==> config.mk <==
export PLATFORM = sky130hd
export DESIGN_NAME = hazard_ctrl
export DESIGN_NICKNAME = d
export VERILOG_FILES = /design/src/rtl/cpu_defs.sv /design/src/rtl/div_stall_fsm.sv /design/src/rtl/hazard_ctrl.sv
export SDC_FILE = /design/constraint.sdc
export NUM_CORES = 1
export LEC_CHECK = 0
export CORE_MARGIN = 2
export CORE_UTILIZATION = 40
export DETAILED_ROUTE_END_ITERATION = 6
export GPL_TIMING_DRIVEN = 1
export PLACE_DENSITY_LB_ADDON = 0.3
export SLEW_MARGIN = 10
export SYNTH_ARGS = -nofsm -noshare
export SYNTH_HDL_FRONTEND = slang
export SYNTH_HIERARCHICAL = 1
export SYNTH_SLANG_ARGS = --single-unit
==> constraint.sdc <==
create_clock -name clk -period 6.7 [get_ports clk]
set_input_delay 1.675 -clock clk [delete_from_list [all_inputs] [get_ports clk]]
set_output_delay 1.675 -clock clk [all_outputs]
set_load 0.005 [all_outputs]
==> src/rtl/cpu_defs.sv <==
// Shared definitions for the pipeline hazard unit: forwarding select codes,
// divider stall FSM state encoding and a small forwarding-select helper.
package cpu_defs;

    // Forwarding mux select codes (operand source for E-stage / HI-LO reads)
    localparam logic [1:0] FWD_REG = 2'b00;
    localparam logic [1:0] FWD_WB  = 2'b01;
    localparam logic [1:0] FWD_MEM = 2'b10;

    // Divider stall FSM states
    typedef enum logic {
        DIV_IDLE = 1'b0,
        DIV_RUN  = 1'b1
    } divState_t;

    // M beats W: the younger result in M is the most recent write
    function automatic logic [1:0] fwdSel(input logic hitM, input logic hitW);
        if (hitM)      return FWD_MEM;
        else if (hitW) return FWD_WB;
        else           return FWD_REG;
    endfunction

endpackage

==> src/rtl/div_stall_fsm.sv <==
// Multi-cycle divider occupancy tracker. Counts unstalled cycles of a div/divu
// sitting in E and flags the final cycle so the pipe can release.
module div_stall_fsm
    import cpu_defs::*;
#(
    parameter int DIV_CYCLES = 32,
    parameter int CNT_W      = 6
) (
    input  logic clk,
    input  logic rst,
    input  logic divE,
    input  logic excM,
    input  logic memStall,
    output logic div_busy,
    output logic div_done
);

    localparam logic [CNT_W-1:0] LAST_CNT = CNT_W'(DIV_CYCLES - 1);

    divState_t        state;
    divState_t        stateNext;
    logic [CNT_W-1:0] cnt;
    logic [CNT_W-1:0] cntNext;

    // State register: async reset drops any divide in flight immediately
    always_ff @(posedge clk or posedge rst) begin
        if (rst) begin
            state <= DIV_IDLE;
            cnt   <= '0;
        end else begin
            // NOTE: non-blocking so every flop samples pre-edge values, independent of statement order.
            state <= stateNext;
            cnt   <= cntNext;
        end
    end

    // Next state: exception aborts, memory stall freezes, otherwise count
    always_comb begin
        // NOTE: defaults first so every path assigns both signals and no latch is inferred.
        stateNext = state;
        cntNext   = cnt;
        if (excM) begin
            stateNext = DIV_IDLE;
            cntNext   = '0;
        end else if (!memStall) begin
            unique case (state)
                DIV_IDLE: begin
                    if (divE) begin
                        stateNext = DIV_RUN;
                        cntNext   = CNT_W'(1);
                    end
                end
                DIV_RUN: begin
                    if (cnt == LAST_CNT) begin
                        stateNext = DIV_IDLE;
                        cntNext   = '0;
                    end else begin
                        cntNext = cnt + CNT_W'(1);
                    end
                end
                default: begin
                    stateNext = DIV_IDLE;
                    cntNext   = '0;
                end
            endcase
        end
    end

    // Outputs: busy from the first cycle the div sits in E; done on the last unstalled cycle
    always_comb begin
        div_busy = ((state == DIV_IDLE) && divE) || (state == DIV_RUN);
        div_done = (state == DIV_RUN) && (cnt == LAST_CNT) && !memStall;
    end

endmodule

==> src/rtl/hazard_ctrl.sv <==
// Pipeline hazard controller for the 5-stage core: combinational forwarding
// selects plus fixed-priority stall/flush generation (exception, memory,
// divider, load-use/branch).
module hazard_ctrl
    import cpu_defs::*;
#(
    parameter int REG_AW     = 5,
    parameter int DIV_CYCLES = 32,
    parameter int CNT_W      = 6
) (
    input  logic              clk,
    input  logic              rst,
    // D stage
    input  logic [REG_AW-1:0] rsD,
    input  logic [REG_AW-1:0] rtD,
    input  logic              branchD,
    input  logic              jrD,
    output logic              forwardaD,
    output logic              forwardbD,
    // E stage
    input  logic [REG_AW-1:0] rsE,
    input  logic [REG_AW-1:0] rtE,
    input  logic [REG_AW-1:0] writeregE,
    input  logic              regwriteE,
    input  logic              memtoregE,
    input  logic [1:0]        hilo_readE,
    input  logic              divE,
    output logic [1:0]        forwardaE,
    output logic [1:0]        forwardbE,
    output logic [1:0]        forwardhiE,
    output logic [1:0]        forwardloE,
    // M stage
    input  logic [REG_AW-1:0] writeregM,
    input  logic              regwriteM,
    input  logic              memtoregM,
    input  logic              hi_writeM,
    input  logic              lo_writeM,
    input  logic              excM,
    // W stage
    input  logic [REG_AW-1:0] writeregW,
    input  logic              regwriteW,
    input  logic              hi_writeW,
    input  logic              lo_writeW,
    // Memories
    input  logic              i_stall,
    input  logic              d_stall,
    // Pipe control
    output logic              stallF,
    output logic              stallD,
    output logic              stallE,
    output logic              stallM,
    output logic              stallW,
    output logic              flushD,
    output logic              flushE,
    output logic              flushM,
    output logic              div_busy,
    output logic              div_done
);

    logic memStall;
    logic lwStall;
    logic brStall;
    logic hitMrsE, hitWrsE, hitMrtE, hitWrtE;
    logic exDepD, memDepD;

    assign memStall = i_stall | d_stall;

    // GPR forwarding into E; register 0 never matches
    assign hitMrsE = (rsE != '0) && (rsE == writeregM) && regwriteM;
    assign hitWrsE = (rsE != '0) && (rsE == writeregW) && regwriteW;
    assign hitMrtE = (rtE != '0) && (rtE == writeregM) && regwriteM;
    assign hitWrtE = (rtE != '0) && (rtE == writeregW) && regwriteW;

    assign forwardaE  = fwdSel(hitMrsE, hitWrsE);
    assign forwardbE  = fwdSel(hitMrtE, hitWrtE);
    assign forwardhiE = fwdSel(hilo_readE[1] & hi_writeM, hilo_readE[1] & hi_writeW);
    assign forwardloE = fwdSel(hilo_readE[0] & lo_writeM, hilo_readE[0] & lo_writeW);

    // Branch comparator operands in D take the M ALU result
    assign forwardaD = (rsD != '0) && (rsD == writeregM) && regwriteM;
    assign forwardbD = (rtD != '0) && (rtD == writeregM) && regwriteM;

    // Load-use: the load in E has no data until after M
    assign lwStall = memtoregE && (rtE != '0) && ((rtE == rsD) || (rtE == rtD));

    // Branch/jr resolve in D, so they wait on an ALU result in E or a load in M
    assign exDepD  = regwriteE && (writeregE != '0) && ((writeregE == rsD) || (writeregE == rtD));
    assign memDepD = memtoregM && (writeregM != '0) && ((writeregM == rsD) || (writeregM == rtD));
    assign brStall = (branchD || jrD) && (exDepD || memDepD);

    div_stall_fsm #(
        .DIV_CYCLES(DIV_CYCLES),
        .CNT_W     (CNT_W)
    ) uDivFsm (
        .clk     (clk),
        .rst     (rst),
        .divE    (divE),
        .excM    (excM),
        .memStall(memStall),
        .div_busy(div_busy),
        .div_done(div_done)
    );

    // Fixed-priority stall/flush arbitration: exception > memory > divider > load/branch
    always_comb begin
        stallF = 1'b0;
        stallD = 1'b0;
        stallE = 1'b0;
        stallM = 1'b0;
        stallW = 1'b0;
        flushD = 1'b0;
        flushE = 1'b0;
        flushM = 1'b0;
        if (excM) begin
            flushD = 1'b1;
            flushE = 1'b1;
            flushM = 1'b1;
        end else if (memStall) begin
            stallF = 1'b1;
            stallD = 1'b1;
            stallE = 1'b1;
            stallM = 1'b1;
            stallW = 1'b1;
        end else if (div_busy && !div_done) begin
            // div holds E; feed bubbles into M behind it
            stallF = 1'b1;
            stallD = 1'b1;
            stallE = 1'b1;
            flushM = 1'b1;
        end else if (lwStall || brStall) begin
            stallF = 1'b1;
            stallD = 1'b1;
            flushE = 1'b1;
        end
    end

endmodule

==> impl_metrics.ini <==
[floorplan]
ios = 74
die_w_um = 60.5
start_util = 0.418
num_rows = 20
fp.dieH_um = 60.5
dieArea_um2 = 3660
core_area_um2 = 3050

[clock_tree]
insertion_delay_ns = 0.25
htreeDepth = 1
cts_resized = 0
numCtsBuffers = 3
clk_pin_slew_ns = 0.05
cts_tree = done
clockRootBuffer = clkbuf_4
cts_sinks = 7
ctsLongestPathBuffers = 2
ctsHoldBuffers = 0
cts_post_setup_buffers_inserted = 0

[global_route]
grt_pass1_wl_um = 5400
overflow = 0
grt.total_usage = 0.190
antenna_found_initial = 0
grt_max_degree = 14
grt_pass1_vias = 1233

[status]
run_status = completed

[detailed_routing]
wl_per_cell_um = 12.4
drtAntennaViolNets = 0
vias_per_cell = 4.94
vias = 1358
route.detailed.drc = 0
firstDrtPassIters = 4
routed_wl_um = 3420
first_iter_violations = 72

[timing]
fin_skew_ns = 0.00549
fin_setup_tns_ns = 0
fmax_ghz = 0.178
whs_ns = 0.515
hold_viol = 0
relSlewSlack = 0.706
setup_viol = 0
drv_slew = 0
period_share = 0.840
rsz0062_at_grt = false
worst_slew_pin_slew_ns = 0.440
period_needed_ns = 5.63

[critical_path]
r2r_cells = 5
r2r_start = uDivFsm/cnt[0]
required_ns = 5.03
crit_arrival_ns = 3.95
r2r-end = uDivFsm/cnt[3]
cp_max_fo = 5
endpoint_kind = output pin
crit_type = primary input to output pin
worstSetupStartpointType = primary input
rrSetupSlack_ns = 5.09

[final_layout]
final_util = 0.652
drive_gt1_frac = 0.0390
fin_cells = 275
antenna_cells = 0
fillCellCount = 291
nNetsFinal = 287
area_growth_pct = 55.7

[pwr]
power_density_nw_per_um2 = 92.9
finalPower_uw = 185
leakage_nw = 0.695
peakVddDrop_mv = 0.0365

[logic_synthesis]
syn_area_um2 = 1280
synth_commonest_cells = xnor2_1, xor2_1, nor2_1, nand2_1
synth-seq-cells = 7
synthArstFlopShare = 1.00
synth_area_leaders = xnor2_1, dfrtp_1, xor2_1
synth.distinct_cells = 40
synth_top_area_share = 0.206
ys_seq_area_frac = 0.137
syn-num-nets = 226
yosys.area.top_type = xnor2_1
syn_inst = 171
synth_edf_count = 0
synth_most_common_cell = xnor2_1
synth.avg_cell_area_um2 = 7.47
synth-main-ff-cell = dfrtp_1
ys_warn_count = 6

[worst_hold_path]
worst_hold_path.endpoint = uDivFsm/cnt[3]
hold_class = flop to flop
whs_path_depth = 1
hp-start = uDivFsm/cnt[3]

[place]
io_buffer_count = 73
post-place-cells = 271
place_congestion = 0.916
dp_hpwl_um = 2970

[run]
drv_cap = 0
[kinds of logic (layout without fill, tap and decap cells)]
logic type,Yosys count,in the layout,synth area share
xor+xnor,50,50,0.343
simple gates,70,70,0.285
compound gates,21,21,0.132
buf+inv,22,82,0.0931
fa+ha+maj,1,1,0.00979
flops,7,7,0.137
[through the flow]
step	setup slack, ns	area (um2)
floorplan	1.96	1280
global placement	1.15	1960
global route	0.902	1990
finish	1.07	1990
CTS	1.08	1990
detailed placement	1.08	1960
[metal layers]
| metal | up-vias | global-route usage | part of all wire |
|---|---|---|---|
| met1 | 592 | 0.236 | 0.45 |
| met2 | 59 | 0.356 | 0.48 |
| met3 | 2 | 0.0320 | 0.062 |
| li1 | 705 | - | - |
| met4 | 0 | 0.0217 | 0.0079 |
| met5 | - | 0 | 0 |
[where the power goes]
group          switching [mW]  total [mW]  internal (mW)
sequential            0.00220      0.0457         0.0435
combinational          0.0408       0.101         0.0603
clock                  0.0152      0.0379         0.0227
[final cells by class]
class | instances | area, um2 | area share
Multi-Input combinational cell | 142 | 983 | 0.494
Timing Repair Buffer | 73 | 731 | 0.367
Sequential cell | 7 | 175 | 0.0881
Clock buffer | 4 | 26.3 | 0.0132
Inverter | 5 | 18.8 | 0.00943
Tap cell | 44 | 55.1 | 0.0277
[state kept, by name, summed over array words and instances, names as in the netlist]
signal	flops
uDivFsm/cnt	6
uDivFsm/state	1
[cell usage in the layout (no fill, tap or decap), types with 4 or more instances in the layout]
master	Yosys	layout
nand4_1	5	5
nand2_1	12	12
dfrtp_1	7	7
inv_1	5	5
nor4_1	4	4
clkdlybuf4s50_1	0	73
nor3_1	6	6
xor2_1	20	20
or4_1	6	6
a31oi_1	4	4
nand3_1	7	7
xnor2_1	30	30
nor2_1	18	18
[worst max-delay path, stage by stage]
cell             delay (ns)
clkdlybuf4s50_1        0.56
or4_1                  0.58
o221ai_1               0.18
a21o_1                 0.13
o221ai_2               0.11
o31a_1                 0.27
clkdlybuf4s50_1        0.45
[how the worst max path moves through the flow]
stage | start | to
after floorplan | writeregM[2] | stallF
after global placement | writeregM[1] | stallF
after detailed placement | writeregM[1] | stallF
after CTS | writeregM[1] | stallF
after global routing | rtE[2] | forwardbE[0]
final | writeregM[1] | stallF
Note: power is estimated with default switching activity, not from simulation.
